[src/rtl/mem_bus_arbiter_pkg.sv]
// Shared types and constants for the fetch/data memory-port arbiter.
// Imported by the interface, the priority selector and the top level.
package mem_arb_pkg;

    typedef enum logic [1:0] {
        IDLE = 2'd0,
        REQ  = 2'd1,
        WAIT = 2'd2
    } arb_state_t;

    typedef enum logic [1:0] {
        NONE = 2'd0,
        I    = 2'd1,
        D    = 2'd2
    } owner_t;

    localparam logic [2:0] FETCH_SIZE = 3'd2;
    localparam int         FETCH_W    = 32;
    localparam int         STREAK_W   = 4;

    // Data-win streak update: counts only while a fetch is being held off.
    function automatic logic [STREAK_W-1:0] streak_step(
        input logic [STREAK_W-1:0] cur,
        input logic [STREAK_W-1:0] max_val,
        input logic                fetch_waiting
    );
        if (!fetch_waiting) begin
            return '0;
        end
        return (cur >= max_val) ? max_val : cur + STREAK_W'(1);
    endfunction

endpackage

[src/rtl/mem_bus_arbiter_if.sv]
// Bundle of fetch, data and memory-side handshake signals around the arbiter.
// master = arbiter view, slave = core/memory environment view.
interface mem_bus_arbiter_if
    import mem_arb_pkg::*;
#(
    parameter int ADDR_W = 64,
    parameter int DATA_W = 64
);
    logic               i_valid;
    logic [ADDR_W-1:0]  i_addr;
    logic               i_abort;
    logic               i_rvalid;
    logic [FETCH_W-1:0] i_rdata;

    logic               d_valid;
    logic [ADDR_W-1:0]  d_addr;
    logic [2:0]         d_size;
    logic [7:0]         d_strobe;
    logic [DATA_W-1:0]  d_wdata;
    logic               d_rvalid;
    logic [DATA_W-1:0]  d_rdata;

    logic               m_valid;
    logic [ADDR_W-1:0]  m_addr;
    logic [2:0]         m_size;
    logic [7:0]         m_strobe;
    logic [DATA_W-1:0]  m_wdata;
    logic               m_ready;
    logic               m_rvalid;
    logic [DATA_W-1:0]  m_rdata;

    modport master (
        input  i_valid, i_addr, i_abort,
        output i_rvalid, i_rdata,
        input  d_valid, d_addr, d_size, d_strobe, d_wdata,
        output d_rvalid, d_rdata,
        output m_valid, m_addr, m_size, m_strobe, m_wdata,
        input  m_ready, m_rvalid, m_rdata
    );

    modport slave (
        output i_valid, i_addr, i_abort,
        input  i_rvalid, i_rdata,
        output d_valid, d_addr, d_size, d_strobe, d_wdata,
        input  d_rvalid, d_rdata,
        input  m_valid, m_addr, m_size, m_strobe, m_wdata,
        output m_ready, m_rvalid, m_rdata
    );

endinterface

[src/rtl/mem_bus_arbiter_priority.sv]
// Winner select for an idle port: data has priority unless a waiting fetch
// has already lost MAX_DSTREAK times in a row.
module arb_priority
    import mem_arb_pkg::*;
#(
    parameter int MAX_DSTREAK = 4
)
(
    input  logic                i_d_valid,
    input  logic                i_i_valid,
    input  logic                i_i_abort,
    input  logic [STREAK_W-1:0] i_streak,
    output logic                o_grant_d,
    output logic                o_grant_i
);

    logic w_fetch_due;

    assign w_fetch_due = i_i_valid && (i_streak == STREAK_W'(MAX_DSTREAK));

    // A redirecting fetch cannot win, but it still blocks data when fetch is due.
    assign o_grant_d = i_d_valid && !w_fetch_due;
    assign o_grant_i = !o_grant_d && i_i_valid && !i_i_abort;

endmodule

[src/rtl/mem_bus_arbiter.sv]
// Shares one single-beat memory port between instruction fetch and data access,
// with bounded fetch starvation and a discard path for redirected fetches.
module mem_bus_arbiter
    import mem_arb_pkg::*;
#(
    parameter int MAX_DSTREAK = 4,
    parameter int ADDR_W      = 64,
    parameter int DATA_W      = 64
)
(
    input  logic              clk,
    input  logic              reset,
    mem_bus_arbiter_if.master bus
);

    arb_state_t          r_state;
    owner_t              r_owner;
    logic [STREAK_W-1:0] r_streak;
    logic                r_discard;
    logic                r_m_valid;
    logic [ADDR_W-1:0]   r_m_addr;
    logic [2:0]          r_m_size;
    logic [7:0]          r_m_strobe;
    logic [DATA_W-1:0]   r_m_wdata;

    arb_state_t          w_state_next;
    owner_t              w_owner_next;
    logic [STREAK_W-1:0] w_streak_next;
    logic                w_discard_next;
    logic                w_m_valid_next;
    logic [ADDR_W-1:0]   w_m_addr_next;
    logic [2:0]          w_m_size_next;
    logic [7:0]          w_m_strobe_next;
    logic [DATA_W-1:0]   w_m_wdata_next;

    logic                w_grant_d;
    logic                w_grant_i;
    logic                w_resp_fire;
    logic                w_i_hit;
    logic                w_d_hit;
    logic [FETCH_W-1:0]  w_fetch_word;

    arb_priority #(
        .MAX_DSTREAK (MAX_DSTREAK)
    ) u_priority (
        .i_d_valid (bus.d_valid),
        .i_i_valid (bus.i_valid),
        .i_i_abort (bus.i_abort),
        .i_streak  (r_streak),
        .o_grant_d (w_grant_d),
        .o_grant_i (w_grant_i)
    );

    // A response only counts while a transaction is in flight; stray beats in IDLE are dropped.
    assign w_resp_fire = bus.m_rvalid &&
                         (((r_state == REQ) && bus.m_ready) || (r_state == WAIT));

    always_comb begin
        w_state_next    = r_state;
        w_owner_next    = r_owner;
        w_streak_next   = r_streak;
        w_discard_next  = r_discard;
        w_m_valid_next  = r_m_valid;
        w_m_addr_next   = r_m_addr;
        w_m_size_next   = r_m_size;
        w_m_strobe_next = r_m_strobe;
        w_m_wdata_next  = r_m_wdata;

        case (r_state)
            IDLE: begin
                if (w_grant_d) begin
                    w_state_next    = REQ;
                    w_owner_next    = D;
                    w_m_valid_next  = 1'b1;
                    w_m_addr_next   = bus.d_addr;
                    w_m_size_next   = bus.d_size;
                    w_m_strobe_next = bus.d_strobe;
                    w_m_wdata_next  = bus.d_wdata;
                    w_streak_next   = streak_step(r_streak, STREAK_W'(MAX_DSTREAK), bus.i_valid);
                end else if (w_grant_i) begin
                    w_state_next    = REQ;
                    w_owner_next    = I;
                    w_m_valid_next  = 1'b1;
                    w_m_addr_next   = bus.i_addr;
                    w_m_size_next   = FETCH_SIZE;
                    w_m_strobe_next = '0;
                    w_m_wdata_next  = '0;
                    w_streak_next   = '0;
                end
            end

            REQ: begin
                if (bus.i_abort && (r_owner == I)) begin
                    w_discard_next = 1'b1;
                end
                if (bus.m_ready) begin
                    w_m_valid_next = 1'b0;
                    w_state_next   = WAIT;
                    if (bus.m_rvalid) begin
                        w_state_next   = IDLE;
                        w_owner_next   = NONE;
                        w_discard_next = 1'b0;
                    end
                end
            end

            WAIT: begin
                if (bus.i_abort && (r_owner == I)) begin
                    w_discard_next = 1'b1;
                end
                if (bus.m_rvalid) begin
                    w_state_next   = IDLE;
                    w_owner_next   = NONE;
                    w_discard_next = 1'b0;
                end
            end

            default: begin
                w_state_next = IDLE;
                w_owner_next = NONE;
            end
        endcase
    end

    always_ff @(posedge clk or posedge reset) begin
        if (reset) begin
            r_state    <= IDLE;
            r_owner    <= NONE;
            r_streak   <= '0;
            r_discard  <= 1'b0;
            r_m_valid  <= 1'b0;
            r_m_addr   <= '0;
            r_m_size   <= '0;
            r_m_strobe <= '0;
            r_m_wdata  <= '0;
        end else begin
            r_state    <= w_state_next;
            r_owner    <= w_owner_next;
            r_streak   <= w_streak_next;
            r_discard  <= w_discard_next;
            r_m_valid  <= w_m_valid_next;
            r_m_addr   <= w_m_addr_next;
            r_m_size   <= w_m_size_next;
            r_m_strobe <= w_m_strobe_next;
            r_m_wdata  <= w_m_wdata_next;
        end
    end

    // Response routing is combinational; read data is zeroed whenever its valid is low.
    assign w_i_hit      = w_resp_fire && (r_owner == I) && !r_discard && !bus.i_abort;
    assign w_d_hit      = w_resp_fire && (r_owner == D);
    assign w_fetch_word = r_m_addr[2] ? bus.m_rdata[DATA_W-1 -: FETCH_W]
                                      : bus.m_rdata[FETCH_W-1:0];

    assign bus.i_rvalid = w_i_hit;
    assign bus.i_rdata  = w_i_hit ? w_fetch_word : '0;
    assign bus.d_rvalid = w_d_hit;
    assign bus.d_rdata  = w_d_hit ? bus.m_rdata : '0;

    assign bus.m_valid  = r_m_valid;
    assign bus.m_addr   = r_m_addr;
    assign bus.m_size   = r_m_size;
    assign bus.m_strobe = r_m_strobe;
    assign bus.m_wdata  = r_m_wdata;

endmodule

[src/flat_wrapper.sv]
// flat-port wrapper written by rule: the top's interface ports become plain ports
module mem_bus_arbiter_flat import mem_arb_pkg::*;
#(
    parameter int MAX_DSTREAK = 4,
    parameter int ADDR_W      = 64,
    parameter int DATA_W      = 64
)
  (clk, reset, bus_i_valid, bus_i_addr, bus_i_abort, bus_i_rvalid, bus_i_rdata, bus_d_valid, bus_d_addr, bus_d_size, bus_d_strobe, bus_d_wdata, bus_d_rvalid, bus_d_rdata, bus_m_valid, bus_m_addr, bus_m_size, bus_m_strobe, bus_m_wdata, bus_m_ready, bus_m_rvalid, bus_m_rdata);
  mem_bus_arbiter_if #(.ADDR_W(ADDR_W), .DATA_W(DATA_W)) bus_i ();
  input  logic clk;
  input  logic reset;
  input wire logic [$bits(bus_i.i_valid)-1:0] bus_i_valid;
  input wire logic [$bits(bus_i.i_addr)-1:0] bus_i_addr;
  input wire logic [$bits(bus_i.i_abort)-1:0] bus_i_abort;
  output wire logic [$bits(bus_i.i_rvalid)-1:0] bus_i_rvalid;
  output wire logic [$bits(bus_i.i_rdata)-1:0] bus_i_rdata;
  input wire logic [$bits(bus_i.d_valid)-1:0] bus_d_valid;
  input wire logic [$bits(bus_i.d_addr)-1:0] bus_d_addr;
  input wire logic [$bits(bus_i.d_size)-1:0] bus_d_size;
  input wire logic [$bits(bus_i.d_strobe)-1:0] bus_d_strobe;
  input wire logic [$bits(bus_i.d_wdata)-1:0] bus_d_wdata;
  output wire logic [$bits(bus_i.d_rvalid)-1:0] bus_d_rvalid;
  output wire logic [$bits(bus_i.d_rdata)-1:0] bus_d_rdata;
  output wire logic [$bits(bus_i.m_valid)-1:0] bus_m_valid;
  output wire logic [$bits(bus_i.m_addr)-1:0] bus_m_addr;
  output wire logic [$bits(bus_i.m_size)-1:0] bus_m_size;
  output wire logic [$bits(bus_i.m_strobe)-1:0] bus_m_strobe;
  output wire logic [$bits(bus_i.m_wdata)-1:0] bus_m_wdata;
  input wire logic [$bits(bus_i.m_ready)-1:0] bus_m_ready;
  input wire logic [$bits(bus_i.m_rvalid)-1:0] bus_m_rvalid;
  input wire logic [$bits(bus_i.m_rdata)-1:0] bus_m_rdata;
  assign bus_i.i_valid = bus_i_valid;
  assign bus_i.i_addr = bus_i_addr;
  assign bus_i.i_abort = bus_i_abort;
  assign bus_i_rvalid = bus_i.i_rvalid;
  assign bus_i_rdata = bus_i.i_rdata;
  assign bus_i.d_valid = bus_d_valid;
  assign bus_i.d_addr = bus_d_addr;
  assign bus_i.d_size = bus_d_size;
  assign bus_i.d_strobe = bus_d_strobe;
  assign bus_i.d_wdata = bus_d_wdata;
  assign bus_d_rvalid = bus_i.d_rvalid;
  assign bus_d_rdata = bus_i.d_rdata;
  assign bus_m_valid = bus_i.m_valid;
  assign bus_m_addr = bus_i.m_addr;
  assign bus_m_size = bus_i.m_size;
  assign bus_m_strobe = bus_i.m_strobe;
  assign bus_m_wdata = bus_i.m_wdata;
  assign bus_i.m_ready = bus_m_ready;
  assign bus_i.m_rvalid = bus_m_rvalid;
  assign bus_i.m_rdata = bus_m_rdata;
  mem_bus_arbiter #(.MAX_DSTREAK(MAX_DSTREAK), .ADDR_W(ADDR_W), .DATA_W(DATA_W)) u_core (.clk(clk), .reset(reset), .bus(bus_i));
endmodule
[config.mk]
export PLATFORM = sky130hd
export DESIGN_NAME = mem_bus_arbiter_flat
export DESIGN_NICKNAME = d
export VERILOG_FILES = /design/src/rtl/mem_bus_arbiter_pkg.sv /design/src/rtl/mem_bus_arbiter_if.sv /design/src/rtl/mem_bus_arbiter_priority.sv /design/src/rtl/mem_bus_arbiter.sv /design/src/flat_wrapper.sv
export SDC_FILE = /design/constraint.sdc
export NUM_CORES = 1
export LEC_CHECK = 0
export ABC_AREA = 1
export ABC_CLOCK_PERIOD_IN_PS = 12500
export BUFFER_PORTS_ARGS = -buffer_cell sky130_fd_sc_hd__clkbuf_2
export CAP_MARGIN = 0
export CORE_AREA = 4 4 194 196
export DETAILED_ROUTE_END_ITERATION = 10
export DIE_AREA = 0 0 198 200
export PLACE_DENSITY_LB_ADDON = 0.15
export SLEW_MARGIN = 20
export SYNTH_ARGS = -nofsm -noshare
export SYNTH_HDL_FRONTEND = slang
export SYNTH_SLANG_ARGS = --single-unit
[constraint.sdc]
create_clock -name clk -period 12.5 [get_ports clk]
set_input_delay 1.25 -clock clk [delete_from_list [all_inputs] [get_ports clk]]
set_output_delay 1.25 -clock clk [all_outputs]
set_load 0.02 [all_outputs]
# Word-level counts from Yosys, hierarchy flattened
# Index checks and enable logic that the tools add are counted.
# op_classes
add_sub_neg,1
order_cmp,1
n_eq_ne,8
mux,37
reduce_logical,24
# ops
op,count
$mux 64,5
$mux 32,2
$mux 4,5
$mux 2,8
$mux 8,2
$pmux 2 s3,2
$logic_and 1x1->1,11
$mux 1,9
$mux 3,2
$reduce_and 3->1,2
$reduce_bool 2->1,3
$add 4x1->4 const B,1
$eq 2x1->1 const B,2
$eq 2x2->1 const B,2
$eq 4x3->1 const B,1
$ge 4x3->1 const B,1
$logic_not 1->1,4
$ne 2x2->1 const B,2
$pmux 1 s2,2
$reduce_and 2->1,2
$ne 3x3->1 const B,1
$logic_not 2->1,1
$logic_or 1x1->1,1
# totals
register_bits,149
in_bits,274
output_inout_bits,238
elab_cells,80

# Logic depth before layout (Yosys ltp)
# Gate-level depths: netlist (run 1).
# logic_depth
word_depth,10
ltp_mapped,13
depth_no_buf,11

# By module
# From an unflattened synthesis (run 1), not the netlist that was laid out.
# hier_totals
cells_unflattened,1121
area_unflattened_um2,7636.1
# by_module_without_submodules
mod,instances,cells_each,area_per_inst_um2,seq_area_each_um2
mem_bus_arbiter,1,1112,7597.3,3728.6
arb_priority,1,9,38.8,0.0

# Worst setup path before layout (run 1)
# Ideal clock, no wire load.
# synth_timing
path_type,input to output
start,input port bus_m_rvalid
end,output port bus_d_rdata[54]
arrival_time_ns,2.235
t_required_ns,11.250
slack_ns,9.015
cell_stages,6
path_buffers,2
cell_sequence,inv_1 a21oi_1 nand3_1 clkbuf_1 clkbuf_1 nor2_1
# synth_between
elab_chain_cells,3
# synth_rtl
element,line,rtl
"start, declared",flat_wrapper.sv:30,input wire logic [$bits(bus_i.m_rvalid)-1:0] bus_m_rvalid;
$logic_and 1x1->1,mem_bus_arbiter.sv:55,assign w_resp_fire = bus.m_rvalid &&
$logic_and 1x1->1,mem_bus_arbiter.sv:151,assign w_d_hit = w_resp_fire && (r_owner == D);
$mux 64,mem_bus_arbiter.sv:158,assign bus.d_rdata = w_d_hit ? bus.m_rdata : '0;
"end, declared",flat_wrapper.sv:23,output wire logic [$bits(bus_i.d_rdata)-1:0] bus_d_rdata;
# Every way passes these cells.

# Worst setup path after layout (run 1)
# layout_timing
start,input port bus_m_ready
end,output port bus_d_rdata[57]
# layout_between
elab_chain_cells,5
# layout_rtl
element,line,rtl
"start, declared",flat_wrapper.sv:29,input wire logic [$bits(bus_i.m_ready)-1:0] bus_m_ready;
$logic_and 1x1->1,mem_bus_arbiter.sv:56,(((r_state == REQ) && bus.m_ready) || (r_state == WAIT));
$logic_or 1x1->1,mem_bus_arbiter.sv:56,
$logic_and 1x1->1,mem_bus_arbiter.sv:55,
$logic_and 1x1->1,mem_bus_arbiter.sv:151,
$mux 64,mem_bus_arbiter.sv:158,
# Every way passes these cells.

==> impl_metrics.py, run 1 <==
metrics = {
    "status": {
        "run_status": "finished, final reports clean",
    },
    "grt": {
        "grt_first_pass_wirelength_um": 45500,
        "antenna_found_initial": 3,
        "first_global_vias": 8117,
        "largest_net_degree_at_the_start_of_global_routing": 90,
        "grt_usage_pct": 14.7,
        "grt_overflow": 0,
    },
    "finish": {
        "final_cell_area_um2": 11100,
        "final_non_filler_cell_total": 2077,
        "fraction_of_layout_cells_with_a_size_suffix_above_1_pct": 34.8,
        "fin_nets": 1874,
        "most-common-layout-cells": "nand2_1 (624), clkbuf_2 (511), dfrtp_1 (148)",
        "syn_to_final_growth_pct": 45.7,
        "mostFrequentLayoutCell": "nand2_1",
        "fill_cells": 4083,
    },
    "timing": {
        "tns_ps": 0,
        "report.final.slew_viol_count": 0,
        "fin_worst_skew_ps": 8.07,
        "shortest_period_the_worst_path_allows_ps": 4060,
        "finalHoldViolCount": 0,
        "timing_worst_slew_pin_value_ps": 1090,
        "setup_repair_after_global_routing_missed_its_margin": "no",
        "layout_worst_path_cycle_share_pct": 32.5,
        "max_freq_mhz": 247,
        "timing.final.setup_violations": 0,
        "worst_slew_margin_rel_pct": 27.5,
    },
    "floorplan": {
        "io-pin-count": 512,
        "dieArea_um2": 39600,
        "number_of_placement_rows": 70,
        "start_util_pct": 21.1,
        "die_x_um": 198,
        "core_area_um2": 36100,
        "floorplan.die.height_um": 200,
    },
    "cts": {
        "h-tree-depth": 4,
        "postCtsResizedCells": 0,
        "cts_tree": "yes",
        "post-cts-setup-buffer-count": 0,
        "cts-buffers-inserted": 17,
        "cts_buffer_depth": 2,
        "tritoncts_num_sinks": 149,
        "cts.clk_slew.worst_paths_ps": 60,
        "cts_root_buffer": "clkbuf_16",
        "clock_insertion_delay_worst_skew_ps": 430,
        "cts_hold_buf": 0,
    },
    "logic_synthesis": {
        "syn_avg_cell_area_um2": 6.80,
        "cell_count_after_synthesis": 1120,
        "postSynthRegisterBits": 149,
        "synth_cell_area_um2": 7620,
        "postSynthNetCount": 1399,
        "synth_cell_types": 19,
        "synth_sequential_area_ratio_pct": 48.9,
        "yosysWarnings": 0,
    },
    "detailed_routing": {
        "detail_route.drc_violations": 0,
        "route.final.wire_length_um": 30600,
        "detail_route.iter0.violations": 235,
        "drt-pass1-iter-count": 4,
        "post_drt_via_cell_ratio": 4.00,
        "ant_nets_after_route": 0,
        "via_count": 8298,
        "route.detailed.wl_per_inst_um": 14.8,
    },
    "setup_path": {
        "crit_path_max_fanout": 65,
        "cp-start-kind": "input pin",
        "endpoint_kind": "output port",
        "worst-endpoint-required_ps": 11250,
        "worst_ep_arrival_time_ps": 2810,
        "r2r_setup_slack_ps": 9180,
        "timing.setup.critical_path_class": "in -> out",
    },
    "power_and_ir_drop": {
        "leakagePower_nw": 7.05,
        "irDropWorstVdd_v": 0.0000845,
        "power_density_nw_per_um2": 229,
    },
    "placed_design": {
        "place.port_buffers": 511,
        "numPlacedInstances": 2044,
        "post_dp_cell_area_um2": 10500,
        "place.gp.congestion": 0.875,
        "place_hpwl_um": 23500,
    },
    "hold_path": {
        "worst_hold_path_type": "reg -> reg",
    },
    "run": {
        "timing.max_cap.violations": 0,
    },
}
==> routing by layer <==
layer / part of all wire [%] / vias to the layer above / global-route usage [%]
met5: 0.11 / - / 0
met4: 1.7 / 4 / 4.23
met3: 8.4 / 30 / 4.72
met2: 53 / 326 / 27.0
met1: 37 / 3678 / 16.2
li1: - / 4260 / -
==> report_power, final <==
part	switching, W	internal, W
clock network	0.000238	0.000290
logic	0.000800	0.000349
registers	0.000150	0.000713
==> worst max-delay path: stages <==
cell	delay [ps]
clkbuf_2	100
nand2_1	60
a21oi_1	290
nand3_4	570
nor2_1	320
clkbuf_2	210
==> final cells by class <==
cell class | count | area (um^2) | area share, %
Sequential cell | 149 | 3730 | 33.6
Clock inverter | 14 | 155 | 1.40
Antenna cell | 1 | 2.50 | 0.0226
Timing Repair Buffer | 516 | 2590 | 23.4
Inverter | 88 | 337 | 3.03
Clock buffer | 18 | 439 | 3.96
Tap cell | 468 | 586 | 5.28
Multi-Input combinational cell | 823 | 3250 | 29.3
==> cell families after synthesis <==
| kind of cell | after synthesis | share of synthesized area (%) |
|---|---|---|
| AND/OR/NAND/NOR | 777 | 39.0 |
| flip-flops | 149 | 48.9 |
| buffers and inverters | 148 | 8.52 |
| AO/OA/AOI/OAI | 41 | 2.71 |
| adder cells (fa/ha/maj) | 5 | 0.821 |
==> flip-flops by register name (all words and copies together), names as in the netlist <==
register,flops
u_core.bus.m_valid,1
u_core.r_discard,1
u_core.bus.m_wdata,64
u_core.bus.m_size,3
u_core.r_streak,4
u_core.r_owner,2
u_core.r_state,2
u_core.bus.m_addr,64
u_core.bus.m_strobe,8
==> synth_stat cells (all sizes together) <==
cell | n | area, um^2
nor2 | 135 | 514
clkbuf | 23 | 86.3
inv | 88 | 330
nand3 | 7 | 35.0
o21ai | 4 | 20.0
ha | 5 | 62.6
nand4 | 7 | 43.8
nand2 | 628 | 2380
dfrtp | 149 | 3730
buf | 37 | 233
a21oi | 36 | 180
a31oi | 1 | 6.26
==> path summary, 6_finish.rpt <==
| kind | endpoint | start | cells past startpoint |
|---|---|---|---|
| worst max-delay path | bus_d_rdata[57] | bus_m_ready | 6 |
| worst min-delay path | u_core.bus.m_wdata[7]$_DFFE_PP0P_ | u_core.bus.m_wdata[7]$_DFFE_PP0P_ | 2 |
| worst max register to register | u_core.bus.m_addr[10]$_DFFE_PP0P_ | u_core.r_streak[0]$_DFFE_PP0P_ | 11 |
| worst min register to register | u_core.bus.m_wdata[7]$_DFFE_PP0P_ | u_core.bus.m_wdata[7]$_DFFE_PP0P_ | 2 |
| max in group asynchronous | u_core.bus.m_addr[2]$_DFFE_PP0P_ | reset | 3 |
| min in group asynchronous | u_core.bus.m_wdata[57]$_DFFE_PP0P_ | reset | 2 |
==> stage by stage <==
stage / hold WS (ps) / worst slack (ps) / utilization [%] / total power, W
after floorplan: 442 / 7240 / - / 0.00161
after global placement: 454 / 8260 / 29.1 / 0.00204
after detailed placement: 457 / 8060 / 29.1 / 0.00205
after CTS: 474 / 8070 / 30.7 / 0.00259
after global routing: 495 / 8260 / 30.7 / 0.00275
final: 468 / 8440 / 30.7 / 0.00254
Power figures use the tool's default switching activity.
==> run 2, diff against run 1 <==
- ABC_CLOCK_PERIOD_IN_PS: 12500 -> 3430
- CORE_AREA: 4 4 194 196 -> 4 4 196 198
- DIE_AREA: 0 0 198 200 -> 0 0 200 202
- clock period: 12.5 -> 3.43 ns (I/O delays scaled with it)
==> run 2 against run 1 <==
Worst hold slack lost 450 ps; first-iteration DRC count up 57%; setup slack worse by 7600 ps; non-clock buffer count up 8; design area up 0.52%; clock skew rose by 6.5 ps; cell count up 0.48%; critical endpoint is now u_core.r_streak[0]$_DFFE_PP0P_; wire length increased by 4.7%; sequential power grew to 3.7 times the previous value; die area is 2.0% higher; critical path type is now reg -> reg; largest cell class unchanged; via count rose by 2.1%; largest power group unchanged; flip-flop and latch count unchanged.
==> impl_metrics.py, run 2 (synthesis results as in run 1) <==
metrics = {
    "setup_path": {
        "r2r_setup_slack_ps": 840,
        "rr_startpoint": "u_core.r_streak[0]$_DFFE_PP0P_",
        "cp-start-kind": "register",
        "worst-endpoint-required_ps": 3730,
        "worstReg2RegEnd": "u_core.r_streak[0]$_DFFE_PP0P_",
        "worst_ep_arrival_time_ps": 2890,
        "endpoint_kind": "register",
        "crit_path_max_fanout": 40,
        "ff2ff_path_depth": 11,
        "timing.setup.critical_path_class": "reg -> reg",
    },
    "power_and_ir_drop": {
        "sw_frac_of_total_pct": 47.3,
        "power.share.combinational_pct": 46.2,
        "switchingPower_w": 0.00436,
        "share_clk_of_total_power_pct": 19.7,
        "p_seq_share_pct": 34.2,
        "irDropWorstVdd_v": 0.000330,
        "design_power_total_w": 0.00922,
        "intPower_w": 0.00486,
        "power_density_nw_per_um2": 826,
        "leakagePower_nw": 7.06,
    },
    "cts": {
        "cts.clk_slew.worst_paths_ps": 70,
        "h-tree-depth": 4,
        "tritoncts_num_sinks": 149,
        "cts_buffer_depth": 2,
        "postCtsResizedCells": 0,
        "cts_root_buffer": "clkbuf_16",
        "cts-buffers-inserted": 17,
        "cts_hold_buf": 0,
        "clock_insertion_delay_worst_skew_ps": 430,
        "post-cts-setup-buffer-count": 0,
        "cts_tree": "yes",
    },
    "floorplan": {
        "start_util_pct": 20.9,
        "number_of_placement_rows": 70,
        "floorplan.die.height_um": 202,
        "io-pin-count": 512,
        "dieArea_um2": 40400,
        "core_area_um2": 36500,
        "die_x_um": 200,
    },
    "timing": {
        "worst_slew_margin_rel_pct": 38.3,
        "layout_worst_path_cycle_share_pct": 75.6,
        "shortest_period_the_worst_path_allows_ps": 2590,
        "setup_repair_after_global_routing_missed_its_margin": "no",
        "report.final.slew_viol_count": 0,
        "fin_worst_skew_ps": 14.6,
        "max_freq_mhz": 385,
        "finalHoldViolCount": 0,
        "tns_ps": 0,
        "timing.final.setup_violations": 0,
        "timing_worst_slew_pin_value_ps": 925,
    },
    "detailed_routing": {
        "drt-pass1-iter-count": 4,
        "via_count": 8473,
        "detail_route.iter0.violations": 370,
        "route.detailed.wl_per_inst_um": 15.4,
        "route.final.wire_length_um": 32100,
        "post_drt_via_cell_ratio": 4.06,
        "detail_route.drc_violations": 0,
        "ant_nets_after_route": 0,
    },
    "placed_design": {
        "place.port_buffers": 511,
        "place_hpwl_um": 25200,
        "place.gp.congestion": 0.776,
    },
    "finish": {
        "syn_to_final_growth_pct": 46.4,
        "mostFrequentLayoutCell": "nand2_1",
        "fraction_of_layout_cells_with_a_size_suffix_above_1_pct": 35.0,
        "fill_cells": 4113,
        "most-common-layout-cells": "nand2_1 (624), clkbuf_2 (511), dfrtp_1 (148)",
        "fin_nets": 1882,
    },
    "grt": {
        "first_global_vias": 8401,
        "grt_overflow": 0,
        "antenna_found_initial": 8,
        "grt_usage_pct": 14.9,
        "grt_first_pass_wirelength_um": 46800,
        "largest_net_degree_at_the_start_of_global_routing": 88,
    },
    "hold_path": {
        "worst_hold_path_type": "in -> async",
    },
    "run": {
        "timing.max_cap.violations": 0,
    },
    "status": {
        "run_status": "finished, final reports clean",
    },
}
## run 2: cell count changes in the layout (fill, tap and decap cells not counted), moves of 2 or more
cell / delta
diode_2: +2
clkinv_4: -3
inv_8: -2
buf_4: +4
clkinvlp_4: +4
buf_12: +4
## run 2: how the worst max path moves through the flow
| stage | startpoint | endpoint | slack (ps) | depth (start not counted) |
|---|---|---|---|---|
| finish | u_core.r_streak[0]$_DFFE_PP0P_ | u_core.r_streak[0]$_DFFE_PP0P_ | 840 | 11 |
| global route | u_core.r_streak[0]$_DFFE_PP0P_ | u_core.r_streak[0]$_DFFE_PP0P_ | 550 | 11 |
| CTS | u_core.r_streak[0]$_DFFE_PP0P_ | u_core.r_streak[0]$_DFFE_PP0P_ | 750 | 11 |
| detailed placement | u_core.r_streak[0]$_DFFE_PP0P_ | u_core.bus.m_addr[7]$_DFFE_PP0P_ | 770 | 12 |
| global placement | u_core.r_streak[0]$_DFFE_PP0P_ | u_core.r_streak[0]$_DFFE_PP0P_ | 800 | 11 |
| floorplan | reset | u_core.bus.m_addr[0]$_DFFE_PP0P_ | 1210 | 1 |
## run 2: layer usage
| metal | routed length (um) | vias up | GRT usage (%) |
|---|---|---|---|
| met5 | 34 | - | 0 |
| met4 | 485 | 4 | 4.42 |
| met3 | 2590 | 38 | 4.52 |
| met2 | 16900 | 334 | 28.0 |
| met1 | 12100 | 3819 | 15.9 |
| li1 | - | 4278 | - |
## run 2: cell type report
cell class | instances | area [um^2] | share of cell area (%)
clock inverter | 14 | 118 | 1.05
multi-input combinational | 823 | 3240 | 29.1
sequential | 149 | 3730 | 33.4
antenna | 3 | 7.51 | 0.0673
timing repair buffer | 524 | 2710 | 24.3
inverter | 88 | 334 | 3.00
tap | 468 | 586 | 5.25
clock buffer | 18 | 429 | 3.85
## run 2: stage by stage
| stage | worst slack [ps] | util (%) | std cells | hold WS, ps | cell area [um^2] |
|---|---|---|---|---|---|
| 6_report | 836 | 30.5 | 2087 | 20.0 | 11200 |
| 5_1_grt | 551 | 30.5 | 2087 | 46.0 | 11200 |
| 4_1_cts | 750 | 30.5 | 2084 | 21.3 | 11100 |
| 3_5_place_dp | 774 | 29.0 | 2052 | 458 | 10600 |
| 3_3_place_gp | 803 | 29.0 | 2052 | 454 | 10600 |
| 2_1_floorplan | 1210 | - | 1120 | 442 | 7620 |
## run 2: power by group through the flow
stage / clock network, W / registers [W] / logic, W
after floorplan: 0 / 0.00405 / 0.00181
after global placement: 0 / 0.00316 / 0.00436
after detailed placement: 0 / 0.00316 / 0.00438
after CTS: 0.00188 / 0.00315 / 0.00437
after global routing: 0.00195 / 0.00327 / 0.00473
final: 0.00181 / 0.00315 / 0.00426
## run 2: worst max-delay path, cell delays in order (launching register included)
cell,delay [ps]
dfrtp_1,350
inv_1,70
ha_1,190
nand2_1,70
inv_2,30
nand2_2,80
nand2_4,220
nand2_2,200
nand2_4,290
inv_2,550
buf_12,280
o21ai_0,120
